<file path="src/rtl/tree_root_driver.sv">
// tree_root_driver: launches the root node of an evaluation tree through the
// ST/RD start-ready handshake and returns its result. A per-request watchdog
// abandons nodes that never acknowledge or never finish.
module tree_root_driver #(
  parameter int W       = 16,
  parameter int TIMEOUT = 255
) (
  input  logic         CLK,
  input  logic         RST,
  input  logic         REQ,
  input  logic [W-1:0] ARG0,
  input  logic [W-1:0] ARG1,
  output logic         BUSY,
  output logic         DONE,
  output logic         ERR,
  output logic [W-1:0] RESULT,
  output logic         ST,
  output logic [W-1:0] IN0,
  output logic [W-1:0] IN1,
  input  logic         RD,
  input  logic [W-1:0] RES
);

  typedef enum logic [1:0] {
    IDLE   = 2'd0,
    ARM    = 2'd1,
    LAUNCH = 2'd2,
    WAIT   = 2'd3
  } state_t;

  localparam logic [15:0] TIMEOUT_C = 16'(TIMEOUT);

  state_t         state_q, state_d;
  logic           st_q, st_d;
  logic           busy_q, busy_d;
  logic           done_q, done_d;
  logic           err_q, err_d;
  logic [W-1:0]   in0_q, in0_d;
  logic [W-1:0]   in1_q, in1_d;
  logic [W-1:0]   result_q, result_d;
  logic [15:0]    wd_q, wd_d;
  logic [15:0]    wd_inc;
  logic           expired;
  logic           complete;

  // State and output registers; RST returns everything to the idle values.
  always_ff @(posedge CLK) begin
    if (RST) begin
      state_q  <= IDLE;
      st_q     <= 1'b0;
      busy_q   <= 1'b0;
      done_q   <= 1'b0;
      err_q    <= 1'b0;
      in0_q    <= '0;
      in1_q    <= '0;
      result_q <= '0;
      wd_q     <= '0;
    end else begin
      state_q  <= state_d;
      st_q     <= st_d;
      busy_q   <= busy_d;
      done_q   <= done_d;
      err_q    <= err_d;
      in0_q    <= in0_d;
      in1_q    <= in1_d;
      result_q <= result_d;
      wd_q     <= wd_d;
    end
  end

  // Next-state logic; the watchdog counts the current cycle, so expiry lands
  // exactly TIMEOUT cycles after acceptance, and a completion in that same
  // cycle takes priority over the timeout.
  always_comb begin
    state_d  = state_q;
    st_d     = st_q;
    busy_d   = busy_q;
    done_d   = 1'b0;
    err_d    = err_q;
    in0_d    = in0_q;
    in1_d    = in1_q;
    result_d = result_q;
    wd_d     = wd_q;
    wd_inc   = wd_q + 16'd1;
    expired  = (wd_inc == TIMEOUT_C);
    complete = (state_q == WAIT) && RD;

    case (state_q)
      IDLE: begin
        st_d = 1'b0;
        if (REQ) begin
          in0_d   = ARG0;
          in1_d   = ARG1;
          err_d   = 1'b0;
          wd_d    = '0;
          busy_d  = 1'b1;
          state_d = ARM;
        end
      end
      ARM: begin
        wd_d = wd_inc;
        if (RD) begin
          st_d    = 1'b1;
          state_d = LAUNCH;
        end
      end
      LAUNCH: begin
        wd_d = wd_inc;
        if (!RD) begin
          st_d    = 1'b0;
          state_d = WAIT;
        end
      end
      WAIT: begin
        wd_d = wd_inc;
        if (RD) begin
          result_d = RES;
          done_d   = 1'b1;
          busy_d   = 1'b0;
          state_d  = IDLE;
        end
      end
      default: state_d = IDLE;
    endcase

    if ((state_q != IDLE) && !complete && expired) begin
      err_d   = 1'b1;
      done_d  = 1'b1;
      st_d    = 1'b0;
      busy_d  = 1'b0;
      state_d = IDLE;
    end
  end

  assign BUSY   = busy_q;
  assign DONE   = done_q;
  assign ERR    = err_q;
  assign RESULT = result_q;
  assign ST     = st_q;
  assign IN0    = in0_q;
  assign IN1    = in1_q;

endmodule

</file>
<file path="config.mk">
export PLATFORM = sky130hd
export DESIGN_NAME = tree_root_driver
export DESIGN_NICKNAME = d
export VERILOG_FILES = /design/src/rtl/tree_root_driver.sv
export SDC_FILE = /design/constraint.sdc
export NUM_CORES = 1
export LEC_CHECK = 0
export CORE_MARGIN = 8
export CORE_UTILIZATION = 49
export DETAILED_ROUTE_END_ITERATION = 10
export HOLD_SLACK_MARGIN = 0.03
export PLACE_DENSITY_LB_ADDON = 0.05
export RECOVER_POWER = 50
export SETUP_SLACK_MARGIN = 0.1
export SLEW_MARGIN = 20
export SYNTH_ARGS = -nofsm -noshare
export SYNTH_HDL_FRONTEND = slang
export SYNTH_SLANG_ARGS = --single-unit
export TNS_END_PERCENT = 5
</file>
<file path="constraint.sdc">
create_clock -name CLK -period 4.3 [get_ports CLK]
set_input_delay 0.86 -clock CLK [delete_from_list [all_inputs] [get_ports CLK]]
set_output_delay 0.86 -clock CLK [all_outputs]
set_load 0.01 [all_outputs]
</file>
Word-level counts from Yosys, hierarchy flattened
Index checks and enable logic that the tools add are counted.
- add/sub/neg operators: 1
- equality and inequality tests: 8
- mux-type cells: 19
- reduce and logical (&&, ||, !) cells: 18
- operators with widths (operator ; number):
    16-bit case mux with 2 select lines ; 1
    16-bit by 1-bit adder with 16-bit output (second input constant) ; 1
    16-bit by 8-bit equality test with 1-bit output (second input constant) ; 1
    16-bit two-way mux ; 1
    1-bit two-way mux ; 10
    2-bit two-way mux ; 4
    2-bit != test (second input constant) ; 4
    2-bit case mux with 4 select lines ; 1
    2-bit nonzero test ; 4
    2-bit AND reduction ; 3
    3-bit AND reduction ; 2
    2-bit equality test (second input constant) ; 2
    4-bit AND reduction ; 1
    1-bit logical AND ; 3
    1-bit case mux with 3 select lines ; 1
    3-bit nonzero test ; 1
    3-bit OR reduction ; 1
    2-bit by 1-bit equality test with 1-bit output (second input constant) ; 1
    2-bit zero test ; 1
    1-bit case mux with 2 select lines ; 1
    2-bit OR reduction ; 1
    1-bit zero test ; 1
- bits in registers: 70
- bits of input ports: 52
- logic and storage cells: 55

Logic depth before layout (Yosys ltp)
Gate-level depths: netlist of run 1.
- depth in word-level cells: 7
- gate-level depth with buffers: 8

Least setup slack after synthesis of run 1
No wires, ideal clock.
- path kind: input-to-reg
- from: in REQ
- to: reg wd_q[7]
- library setup time: 0.070 ns
- arrival: 2.057 ns
- required time: 4.230 ns
- slack: 2.173 ns
- cell stages on the path: 5
- path buffers: 1
- cells stage by stage: nor2b_1 > or2_2 > clkbuf_1 > or4_2 > a21oi_1
- longest elaborated chain between the ends: 1
- RTL lines (what ; RTL line ; text):
    start: declaration ; 10 ; input logic REQ,
    2-bit != test (no line) ; n/a ;
    end signal: assignment ; 67 ; wd_q <= wd_d;
    end: declaration ; 41 ; logic [15:0] wd_q, wd_d;
No other way between the ends.
A chain may end at the register's enable or synchronous reset.

Final worst setup path of run 1
Same ends and word-level chain as after synthesis.

==> flow_metrics.env, run 1 <==
export IMPL_leakagePower_nw=1.57
export IMPL_synth_most_common_cell="nand2_1"
export IMPL_portBuffers=103
export IMPL_gp_congestion=0.910
export IMPL_vias_per_cell=5.21
export IMPL_clk_path_buf_depth=2
export IMPL_worst_slew_pin_slew_ns=1.66
export IMPL_hp_class="reg -> reg"
export IMPL_vias=2975
export IMPL_cts_tree="yes"
export IMPL_htreeDepth=3
export IMPL_cts_buffers=9
export IMPL_cp_end_kind="flop"
export IMPL_dieWidth_um=96.3
export IMPL_setup_viol=0
export IMPL_antennaDiodeCount=0
export IMPL_clock_latency_ns=0.35
export IMPL_irDropWorstVdd_mv=0.246
export IMPL_cap_violations=1
export IMPL_cp_required_ns=4.58
export IMPL_wl_per_cell_um=14.6
export IMPL_synth_seq_cells=70
export IMPL_area_growth_pct=38.1
export IMPL_die_y_um=96.3
export IMPL_whs_path_depth=2
export IMPL_ios=104
export IMPL_drt_iter0_markers=147
export IMPL_core_area_mm2=0.00628
export IMPL_synth_area_mm2=0.00316
export IMPL_drive_above_1_share=0.0587
export IMPL_fmax_mhz=340
export IMPL_hold_worst_slack_ns=0.451
export IMPL_cts_resized=0
export IMPL_rr_endpoint="wd_q[7]"
export IMPL_nets=549
export IMPL_cp_start_kind="input port"
export IMPL_syn_num_nets=463
export IMPL_synth_top_cell_by_area="dfxtp_1"
export IMPL_rrSetupSlack_ns=1.61
export IMPL_reg2reg_from="state_q[0]"
export IMPL_ys_types=48
export IMPL_clockRootBuffer="clkbuf_8"
export IMPL_detail_route_antenna_nets=0
export IMPL_grt_overflow=0
export IMPL_yosysWarnings=0
export IMPL_fin_util=0.694
export IMPL_synth_main_ff_cell="dfxtp_1"
export IMPL_r2r_cells=7
export IMPL_die_area_mm2=0.00926
export IMPL_synth_seq_area_share=0.444
export IMPL_synthCells=404
export IMPL_drc_errors=0
export IMPL_track_usage=0.182
export IMPL_grt_setup_unrepaired="false"
export IMPL_power_density_mw_per_mm2=392
export IMPL_synth_edf_count=0
export IMPL_crit_arrival_ns=3.22
export IMPL_hold_path_startpoint="IN1[11]"
export IMPL_antenna_found_initial=0
export IMPL_finClkSkew_ns=0.00830
export IMPL_syn_avg_cell_area_um2=7.81
export IMPL_synthArstFlopShare=0
export IMPL_initial_utilization=0.503
export IMPL_hold_violations=0
export IMPL_path_class="in -> reg"
export IMPL_min_to="IN1[11]"
export IMPL_grt_max_degree=38
export IMPL_cts_sinks=70
export IMPL_clk_pin_slew_ns=0.08
export IMPL_synthTopCellsByArea="dfxtp_1 (44%), nand2_1 (12%), a21oi_1 (11%)"
export IMPL_synth_common_cells="nand2_1 (104), dfxtp_1 (70), a21oi_1 (69)"
export IMPL_finalCritPeriodShare=0.683
export IMPL_cts_setup_buffers=0
export IMPL_grt_pass1_vias=2827
export IMPL_violations="max-capacitance violations, max-slew violations"
export IMPL_grt_pass1_wl_um=13300
export IMPL_cp_max_fo=20
export IMPL_outcome="finished, violations left"
export IMPL_maxSlewViolCount=33
export IMPL_ctsHoldBuffers=0
export IMPL_routed_wl_um=8310
export IMPL_tns_ns=0
export IMPL_slew_headroom=-0.105
export IMPL_n_fill_cell=535
export IMPL_yosys_area_top_type_share=0.444
export IMPL_rows=29
export IMPL_hpwl_um=5860
export IMPL_period_needed_ns=2.94
export IMPL_first_pass_iters=4
## worst max-delay path by stage
stage	end	slack (ns)	depth (start not counted)	start
after detailed placement	ST	1.12	7	RD
after global routing	IN0[3]	1.19	4	REQ
after global placement	BUSY	1.31	7	RD
after CTS	state_q[1]	1.50	7	RD
final	wd_q[7]	1.36	6	REQ
after floorplan	wd_q[7]	2.17	5	REQ
## layer usage
metal / track usage / share of wire / up-vias
met3: 0.0952 / 0.097 / 9
met2: 0.289 / 0.46 / 72
met5: 0 / 0 / -
met4: 0.0576 / 0.011 / 0
li1: - / - / 1541
met1: 0.208 / 0.43 / 1353
## sequential cells by signal (all words and copies together) (netlist names)
name / cells
IN1: 16
BUSY: 1
ERR: 1
wd_q: 16
IN0: 16
RESULT: 16
ST: 1
DONE: 1
state_q: 2
## logic make-up after synthesis
logic type / synth area share
flip-flops: 0.444
adder cells (fa/ha/maj): 0.0278
multiplexers: 0.0127
buffers and inverters: 0.0500
AND/OR/NAND/NOR: 0.273
AO/OA/AOI/OAI: 0.176
XOR/XNOR: 0.0167
## power breakdown
| part | switching (W) | internal (W) |
|---|---|---|
| clock | 0.000254 | 0.000281 |
| combinational | 0.000235 | 0.000200 |
| sequential | 0.0000341 | 0.000702 |
## worst max-delay path, cell delays in order
cell and delay, ns:
dlygate4sd3_1 0.62, nor2b_1 0.07, clkbuf_1 0.35, or2_0 0.50, or4_2 0.66, a21oi_1 0.15
## layout make-up
cell class	count	area [µm²]	share of cell area
flip-flops and latches	70	1400	0.322
clock buffers	10	138	0.0316
repair buffers	105	1040	0.238
inverters	7	26.3	0.00603
clock inverters	5	58.8	0.0135
multi-input cells	297	1600	0.367
well taps	77	96.3	0.0221
## layout by cell type (no fill, tap or decap), drive strengths merged, types with 2 or more instances in the layout
cell           instances
a21oi                 69
a31oi                  6
and2                   2
and3                   2
buf                    2
clkbuf                11
clkdlybuf4s50         90
clkinvlp               2
dfxtp                 70
dlygate4sd3           12
ha                     7
inv                    8
mux2i                  4
nand2                104
nand3                  9
nand4                  7
nor2                  25
nor2b                  4
nor3                  10
nor4                   3
o21ai                 15
o31ai                  2
or2                    2
or3                    3
xnor2                  3
xor2                   3
## per-stage QoR
stage	power, W	setup WS [ns]	instance area [µm²]	std cells
after floorplan	0.00100	2.17	3160	404
after global placement	0.00119	1.31	4160	556
after detailed placement	0.00119	1.12	4160	556
after CTS	0.00172	1.50	4360	571
after global routing	0.00180	1.19	4360	571
final	0.00171	1.36	4360	571
Note: power is estimated with default switching activity, not from simulation.
==> inputs of run 2 (changes only) <==
--- a/config.mk
+++ b/config.mk
@@ -6,7 +6,7 @@
 export NUM_CORES = 1
 export LEC_CHECK = 0
 export CORE_MARGIN = 8
-export CORE_UTILIZATION = 49
+export CORE_UTILIZATION = 41
 export DETAILED_ROUTE_END_ITERATION = 10
 export HOLD_SLACK_MARGIN = 0.03
 export PLACE_DENSITY_LB_ADDON = 0.05
==> constraint.sdc (replaced) <==
create_clock -name CLK -period 2.4 [get_ports CLK]
set_input_delay 0.48 -clock CLK [delete_from_list [all_inputs] [get_ports CLK]]
set_output_delay 0.48 -clock CLK [all_outputs]
set_load 0.01 [all_outputs]
==> run 2 against run 1 <==
Effect of this change:
- the flow now finishes without violations
- routed wire length is 6.3% higher
- register-to-register slack worse by 1.3 ns
- combinational power is 88% higher
- sequential cell count stayed put
- largest power group unchanged
==> flow_metrics.env, run 2 (synthesized netlist as in run 1, its figures left out) <==
export IMPL_cap_violations=0
export IMPL_area_growth_pct=43.1
export IMPL_grt_pass1_wl_um=14900
export IMPL_fmax_mhz=471
export IMPL_initial_utilization=0.415
export IMPL_cts_sinks=70
export IMPL_fin_ws_ns=0.278
export IMPL_detail_route_antenna_nets=0
export IMPL_vias_per_cell=5.11
export IMPL_track_usage=0.166
export IMPL_clk_path_buf_depth=2
export IMPL_die_y_um=104
export IMPL_drive_above_1_share=0.0888
export IMPL_hp_class="reg -> reg"
export IMPL_maxSlewViolCount=0
export IMPL_clock_latency_ns=0.35
export IMPL_irDropWorstVdd_mv=0.301
export IMPL_finalCritPeriodShare=0.884
export IMPL_cp_end_kind="flop"
export IMPL_antenna_found_initial=0
export IMPL_clk_pin_slew_ns=0.08
export IMPL_fin_util=0.593
export IMPL_power_density_mw_per_mm2=695
export IMPL_wl_per_cell_um=14.5
export IMPL_nets=561
export IMPL_cp_max_fo=9
export IMPL_rows=32
export IMPL_routed_wl_um=8840
export IMPL_ctsHoldBuffers=0
export IMPL_p_total_w=0.00314
export IMPL_final_cell_mix="nand2_1 (104), clkdlybuf4s50_1 (89), a21oi_1 (69), dfxtp_1 (67), nor2_1 (25)"
export IMPL_hpwl_um=6280
export IMPL_cts_tree="yes"
export IMPL_cts_buffers=9
export IMPL_grt_pass1_vias=3071
export IMPL_htreeDepth=3
export IMPL_reg2reg_from="wd_q[0]"
export IMPL_grt_overflow=0
export IMPL_clockRootBuffer="clkbuf_8"
export IMPL_period_needed_ns=2.12
export IMPL_crit_arrival_ns=2.38
export IMPL_r2r_cells=7
export IMPL_dp_worst_setup_slack_ns=0.158
export IMPL_cp_startpoint="wd_q[0]"
export IMPL_grt_max_degree=34
export IMPL_vias=3109
export IMPL_drc_errors=0
export IMPL_dieWidth_um=104
export IMPL_endpoint="state_q[0]"
export IMPL_drt_iter0_markers=161
export IMPL_ios=104
export IMPL_grt_setup_unrepaired="false"
export IMPL_setup_viol=0
export IMPL_portBuffers=103
export IMPL_path_class="reg -> reg"
export IMPL_hold_violations=0
export IMPL_cp_required_ns=2.66
export IMPL_core_area_mm2=0.00761
export IMPL_leakagePower_nw=1.68
export IMPL_outcome="complete, no violations"
export IMPL_finClkSkew_ns=0.00898
export IMPL_rr_endpoint="state_q[0]"
export IMPL_gp_congestion=0.831
export IMPL_tns_ns=0
export IMPL_first_pass_iters=4
export IMPL_n_fill_cell=714
export IMPL_mostFrequentLayoutCell="nand2_1"
export IMPL_rrSetupSlack_ns=0.28
export IMPL_worst_slew_pin_slew_ns=0.871
export IMPL_slew_headroom=0.419
export IMPL_antennaDiodeCount=0
export IMPL_die_area_mm2=0.0108
export IMPL_cp_start_kind="flop"
-- run 2: how the worst min path moves through the flow --
stage	from	endpoint	slack (ns)	cells after the start
3_5_place_dp	IN0[5]	IN0[5]	0.45	2
5_1_grt	IN1[6]	IN1[6]	0.48	2
3_3_place_gp	IN1[4]	IN1[4]	0.44	2
4_1_cts	IN0[14]	IN0[14]	0.46	2
2_1_floorplan	wd_q[15]	wd_q[15]	0.48	2
6_report	IN0[1]	IN0[1]	0.45	2
-- run 2: worst max-delay path, stage by stage (launching register included) --
cell,delay [ns]
dfxtp_2,0.41
ha_1,0.25
nand4_2,0.26
xor2_1,0.22
and3_1,0.21
o211a_1,0.21
and4bb_4,0.23
a2111oi_4,0.26
-- run 2: per-layer routing --
metal  wire length, µm  track usage
met1              3820        0.189
met2              4250        0.279
met3               611       0.0551
met4               159       0.0714
met5                 0            0
-- run 2: layout make-up --
type	count	area (µm²)	area share
tap	102	128	0.0283
timing repair buffer	117	1140	0.252
inverter	7	26.3	0.00582
clock buffer	10	138	0.0305
sequential	70	1410	0.311
multi-input combinational	297	1610	0.357
clock inverter	6	68.8	0.0152
-- run 2: power by group --
| group | leakage [nW] | internal (W) | switching [W] |
|---|---|---|---|
| logic | 1.01 | 0.000384 | 0.000432 |
| clock network | 0.103 | 0.000514 | 0.000487 |
| registers | 0.571 | 0.00126 | 0.0000594 |
| total | 1.68 | 0.00216 | 0.000978 |
-- run 2: what timing repair did --
| item | in CTS | in global routing |
|---|---|---|
| resized for setup | 0 | 5 |
| setup buffers | 0 | 0 |
| setup endpoints to repair | 0 | 6 |
-- run 2: stage by stage --
step           cell area [µm²]  hold WS [ns]  cells
2_1_floorplan             3160         0.476    404
3_3_place_gp              4300         0.441    593
3_5_place_dp              4300         0.446    593
4_1_cts                   4500         0.457    609
5_1_grt                   4510         0.478    609
6_report                  4510         0.450    609
==> RTL change 1: new RTL, settings of run 2 <==
Reset style: asynchronous (`RST`), changed in one clocked block.
--- a/src/rtl/tree_root_driver.sv
+++ b/src/rtl/tree_root_driver.sv
@@ -44,7 +44,7 @@
   logic           complete;
 
   // State and output registers; RST returns everything to the idle values.
-  always_ff @(posedge CLK) begin
+  always_ff @(posedge CLK or posedge RST) begin
     if (RST) begin
       state_q  <= IDLE;
       st_q     <= 1'b0;
Check against the original RTL: differs if RST is asserted again (counterexample within 4 cycles, from zero or initial values and one cycle with RST high); with RST held inactive, the same outputs for 10 cycles.
==> RTL change 1 against run 2 <==
Sequential share of layout area increased by 6.9 points; routed wire length is 11% lower; area after synthesis is 3.2% higher; setup slack worse by 0.018 ns; cell area increased by 2.1%; via count decreased by 21%; sequential cell count stayed put; hold slack gained 0.044 ns.
Power is not compared: it rests on default switching activity, and its combinational part moved more than twofold at a synthesized area within 25%.
==> RTL change 1: results (changes against run 2) <==
status:
  status: "completed"
grt:
  antenna_found_initial: 0  # unchanged
  grt_pass1_vias: 2673  # -13%
  grt_pass1_wl_mm: 12.9  # -13%
  grt_max_degree: 71  # +110%
  grt_usage: 0.146  # -0.0206
cells_and_area:
  drive_gt1_frac: 0.218  # +0.129
  antenna_cells: 0  # unchanged
  final_nets: 441  # -21%
  n_fill_cell: 645  # -9.7%
logic_synthesis:
  ys_warn_count: 0  # unchanged
  async_flop_share: 1.00  # +1.00
  ys_top_cells_by_area: "dfrtp_1, mux2_2, nand2_1, o21ai_0, ha_1"
  synth_common_cells: "dfrtp_1, mux2_2, nand2_1"
  synth-main-ff-cell: "dfrtp_1"
  ys_seq_area_frac: 0.538  # +0.0937
  synthDistinctLibCells: 46  # -4.2%
  mappedNetlistNets: 332  # -28%
cts:
  htreeDepth: 3  # unchanged
  clk_pin_slew_ns: 0.07
  cts_resized: 0  # unchanged
  cts-root-buf: "clkbuf_8"
  clkLatencyLatePin_ns: 0.34
  cts_max_path_buffers: 2  # unchanged
  cts_buffers: 9  # unchanged
  post_cts_buffers: 0  # unchanged
detailed_routing:
  dr.pass1.iters: 4  # unchanged
  wl_met3_um: 962  # +57%
  routed.top_layer: "met4"
  wl_met2_mm: 3.65  # -14%
  wire_per_inst_um: 16.1  # +11%
  vias_per_cell: 5.03  # -1.5%
  drtIter0Drc: 67  # -58%
  ant_nets: 0  # unchanged
  drt-met1-wl_mm: 3.21  # -16%
setup_path:
  path_max_fanout: 8  # -1
  startpoint: "wd_q[1]"
  critPathArrivalTime_ns: 2.36  # -0.02 ns
floorplanning:
  rows: 32  # unchanged
timing:
  clock-skew-final_ns: 0.00636  # -0.00262 ns
  worst_slew_pin_slew_ns: 0.976  # +0.105 ns
pwr:
  swShare: 0.325
  vdd_drop_max_v: 0.000541
  total_leakage_power_nw: 1.95
placement:
  gp_congestion: 0.801  # -3.7%
  portBuffers: 103  # unchanged
  dpl_cell_area_um2: 4450  # +3.5%
  dp.final_hpwl_mm: 5.68  # -9.6%
worst_hold_path:
  hp-start: "ERR"
  hold_path.class: "flop to flop"
run:
  cap_viol_max_count: 0  # unchanged
[RTL change 1: cell types whose count changed in the layout (fill, tap and decap cells not counted), moves of 6 or more]
cell             before  now
a21oi_1              69    6
mux2_2                0   48
dfxtp_1              67    0
nand2_1             104   25
nor2_1               25   13
dfrtp_1               0   69
clkdlybuf4s50_1      89   95
[RTL change 1: per-layer routing]
metal  GRT usage  vias to the layer above
li1            -                     1189
met1       0.159                     1187
met2       0.227                       75
met3      0.0903                        4
met4      0.0520                        0
met5           0                        -
[RTL change 1: power by group through the flow]
stage	combinational [mW]	sequential, mW	clock (mW)
after floorplan	0.991	2.12	0
after global placement	2.44	1.91	0
after detailed placement	2.46	1.94	0
after CTS	2.47	1.92	0.926
after global routing	2.60	1.99	0.972
final	2.39	1.91	0.894
[RTL change 1: final cells by class]
class / instances / share of cell area
Clock inverter: 5 / 0.0114
Inverter: 6 / 0.00489
Multi-Input combinational cell: 181 / 0.307
Sequential cell: 70 / 0.380
Tap cell: 102 / 0.0277
Clock buffer: 9 / 0.0269
Timing Repair Buffer: 115 / 0.242
[RTL change 1: path summary, 6_finish.rpt]
path	cells past startpoint	slack, ns	to
worst min-delay path	2	0.49	ERR
worst max-delay path	7	0.26	BUSY
worst max register to register	7	0.26	BUSY
min in group asynchronous	3	0.92	RESULT[0]
worst min register to register	2	0.49	ERR
max in group asynchronous	3	0.84	wd_q[2]
[RTL change 1: cells by family (layout without fill, tap and decap cells)]
group                    Yosys count  in the layout  synth area share
XOR/XNOR                           6              6            0.0161
adder cells (fa/ha/maj)            6              6            0.0230
buffers and inverters             23            135            0.0288
AO/OA/AOI/OAI                     51             51             0.102
multiplexers                      49             49             0.169
flip-flops                        70             70             0.538
AND/OR/NAND/NOR                   69             69             0.123
[RTL change 1: through the flow]
step / worst slack (ns) / utilization / hold slack [ns] / cells / power, mW
final: 0.259 / 0.596 / 0.493 / 488 / 5.20
after global routing: 0.0991 / 0.596 / 0.525 / 488 / 5.56
after CTS: 0.208 / 0.598 / 0.497 / 488 / 5.31
after detailed placement: 0.150 / 0.575 / 0.473 / 474 / 4.39
after global placement: 0.186 / 0.575 / 0.481 / 474 / 4.35
after floorplan: 0.152 / - / 0.459 / 274 / 3.11
[RTL change 1: critical path: stages, from the launching register on]
cell and delay [ns]:
dfrtp_1 0.41, ha_2 0.27, nand2_1 0.15, nor4_1 0.26, and3_1 0.23, o2111ai_2 0.14
or2_4 0.30, a32o_1 0.26
==> RTL change 2: new RTL, settings of run 2 <==
Made on the original files. The parameter `W` goes from 16 to 24.
--- a/src/rtl/tree_root_driver.sv
+++ b/src/rtl/tree_root_driver.sv
@@ -2,7 +2,7 @@
 // ST/RD start-ready handshake and returns its result. A per-request watchdog
 // abandons nodes that never acknowledge or never finish.
 module tree_root_driver #(
-  parameter int W       = 16,
+  parameter int W       = 24,
   parameter int TIMEOUT = 255
 ) (
   input  logic         CLK,
Ports: changed (6 resized); port bits go from 104 to 152. The function was not compared with the original's and may differ.
==> RTL change 2 against run 2 <==
Cell area increased by 27%; sequential cell count increased by 24; global-route usage increased by 1.4 points; routed wire length increased by 34%; fmax decreased by 0.68%; total power increased by 22%; area after synthesis increased by 25%; highest routed layer unchanged; critical path type unchanged; via count increased by 24%; setup slack got worse by 0.015 ns; critical path depth decreased by 1.
==> RTL change 2: results (changes against run 2) <==
status:
  status: "completed"
setup_path:
  critPathArrivalTime_ns: 2.43  # +0.05 ns
  cpMaxStageDelayCell: "a2111oi_4"
  cpPeakStageDelay_ns: 0.56  # +0.15 ns
  r2r_cells: 6  # -1
timing:
  clock-skew-final_ns: 0.00777  # -0.00121 ns
  slew_headroom: 0.262  # -0.157
logic_synthesis:
  mappedNetlistNets: 581  # +25%
  synth_common_cells: "nand2_1, a21oi_1, dfxtp_1"
  synthDistinctLibCells: 51  # +6.3%
worst_hold_path:
  hp-start: "IN1[17]"
  hold_end: "IN1[17]"
pwr:
  vdd_drop_max_v: 0.000420  # +40%
  total_leakage_power_nw: 2.13  # +27%
placement:
  dpl_cell_area_um2: 5600  # +30%
  dp.final_hpwl_mm: 8.70  # +38%
  numPlacedInstances: 761  # +28%
cells_and_area:
  final_nets: 722  # +29%
  n_fill_cell: 907  # +27%
  drive_gt1_frac: 0.0560  # -0.0328
  stdcell_count: 776  # +27%
detailed_routing:
  wire_per_inst_um: 15.2  # +4.8%
  route.vias.total: 3855  # +24%
  dr.pass1.iters: 5  # +1
grt:
  grt_max_degree: 49  # +44%
-- RTL change 2: changes by cell type after synthesis, sizes merged, moves of 5 or more --
| cell | before | now |
|---|---|---|
| dfxtp | 70 | 94 |
| a21oi | 69 | 96 |
| nand2 | 104 | 153 |
| nor2 | 25 | 20 |
-- RTL change 2: where the power goes --
group	switching, mW	internal, mW	total (mW)
combinational	0.561	0.485	1.05
sequential	0.0742	1.69	1.77
clock	0.532	0.476	1.01
total	1.17	2.65	3.82
-- RTL change 2: per-layer routing --
layer / wire length [µm] / global-route usage / up-vias
li1: - / - / 1964
met1: 4650 / 0.196 / 1745
met2: 5550 / 0.291 / 129
met3: 1370 / 0.0960 / 17
met4: 242 / 0.0710 / 0
met5: 0 / 0 / -
-- RTL change 2: logic make-up after synthesis --
logic type,after synthesis,share of synthesized area
AND/OR/NAND/NOR,217,0.252
AO/OA/AOI/OAI,132,0.191
flip-flops,94,0.475
buffers and inverters,42,0.0443
adder cells (fa/ha/maj),7,0.0221
multiplexers,5,0.0126
XOR/XNOR,1,0.00221
-- RTL change 2: critical path: cells and delay by family (launching register included) --
| kind | cells | cell delay, ns |
|---|---|---|
| AOI/OAI and AO/OA | 3 | 0.94 |
| DFF | 1 | 0.45 |
| and+or+nand+nor | 2 | 0.42 |
| adders and majority gates | 1 | 0.26 |
-- RTL change 2: cell type report --
class / count / area share
clock buffer: 11 / 0.0228
multi-input combinational: 362 / 0.330
tap: 133 / 0.0289
timing repair buffer: 164 / 0.277
sequential: 94 / 0.327
inverter: 8 / 0.00522
clock inverter: 4 / 0.00848
-- RTL change 2: how the worst max path moves through the flow --
| stage | from | to | slack, ns |
|---|---|---|---|
| 3_3_place_gp | REQ | wd_q[3] | 0.33 |
| 6_report | wd_q[0] | DONE | 0.26 |
| 5_1_grt | state_q[1] | RESULT[20] | 0.12 |
| 3_5_place_dp | wd_q[0] | DONE | 0.29 |
| 4_1_cts | wd_q[0] | DONE | 0.27 |
| 2_1_floorplan | wd_q[0] | DONE | 0.49 |
-- RTL change 2: stage by stage --
step	hold WS (ns)	utilization	setup slack [ns]
finish	0.453	0.602	0.263
global route	0.474	0.602	0.118
CTS	0.458	0.605	0.267
detailed placement	0.446	0.586	0.290
global placement	0.441	0.586	0.335
floorplan	0.458	-	0.487
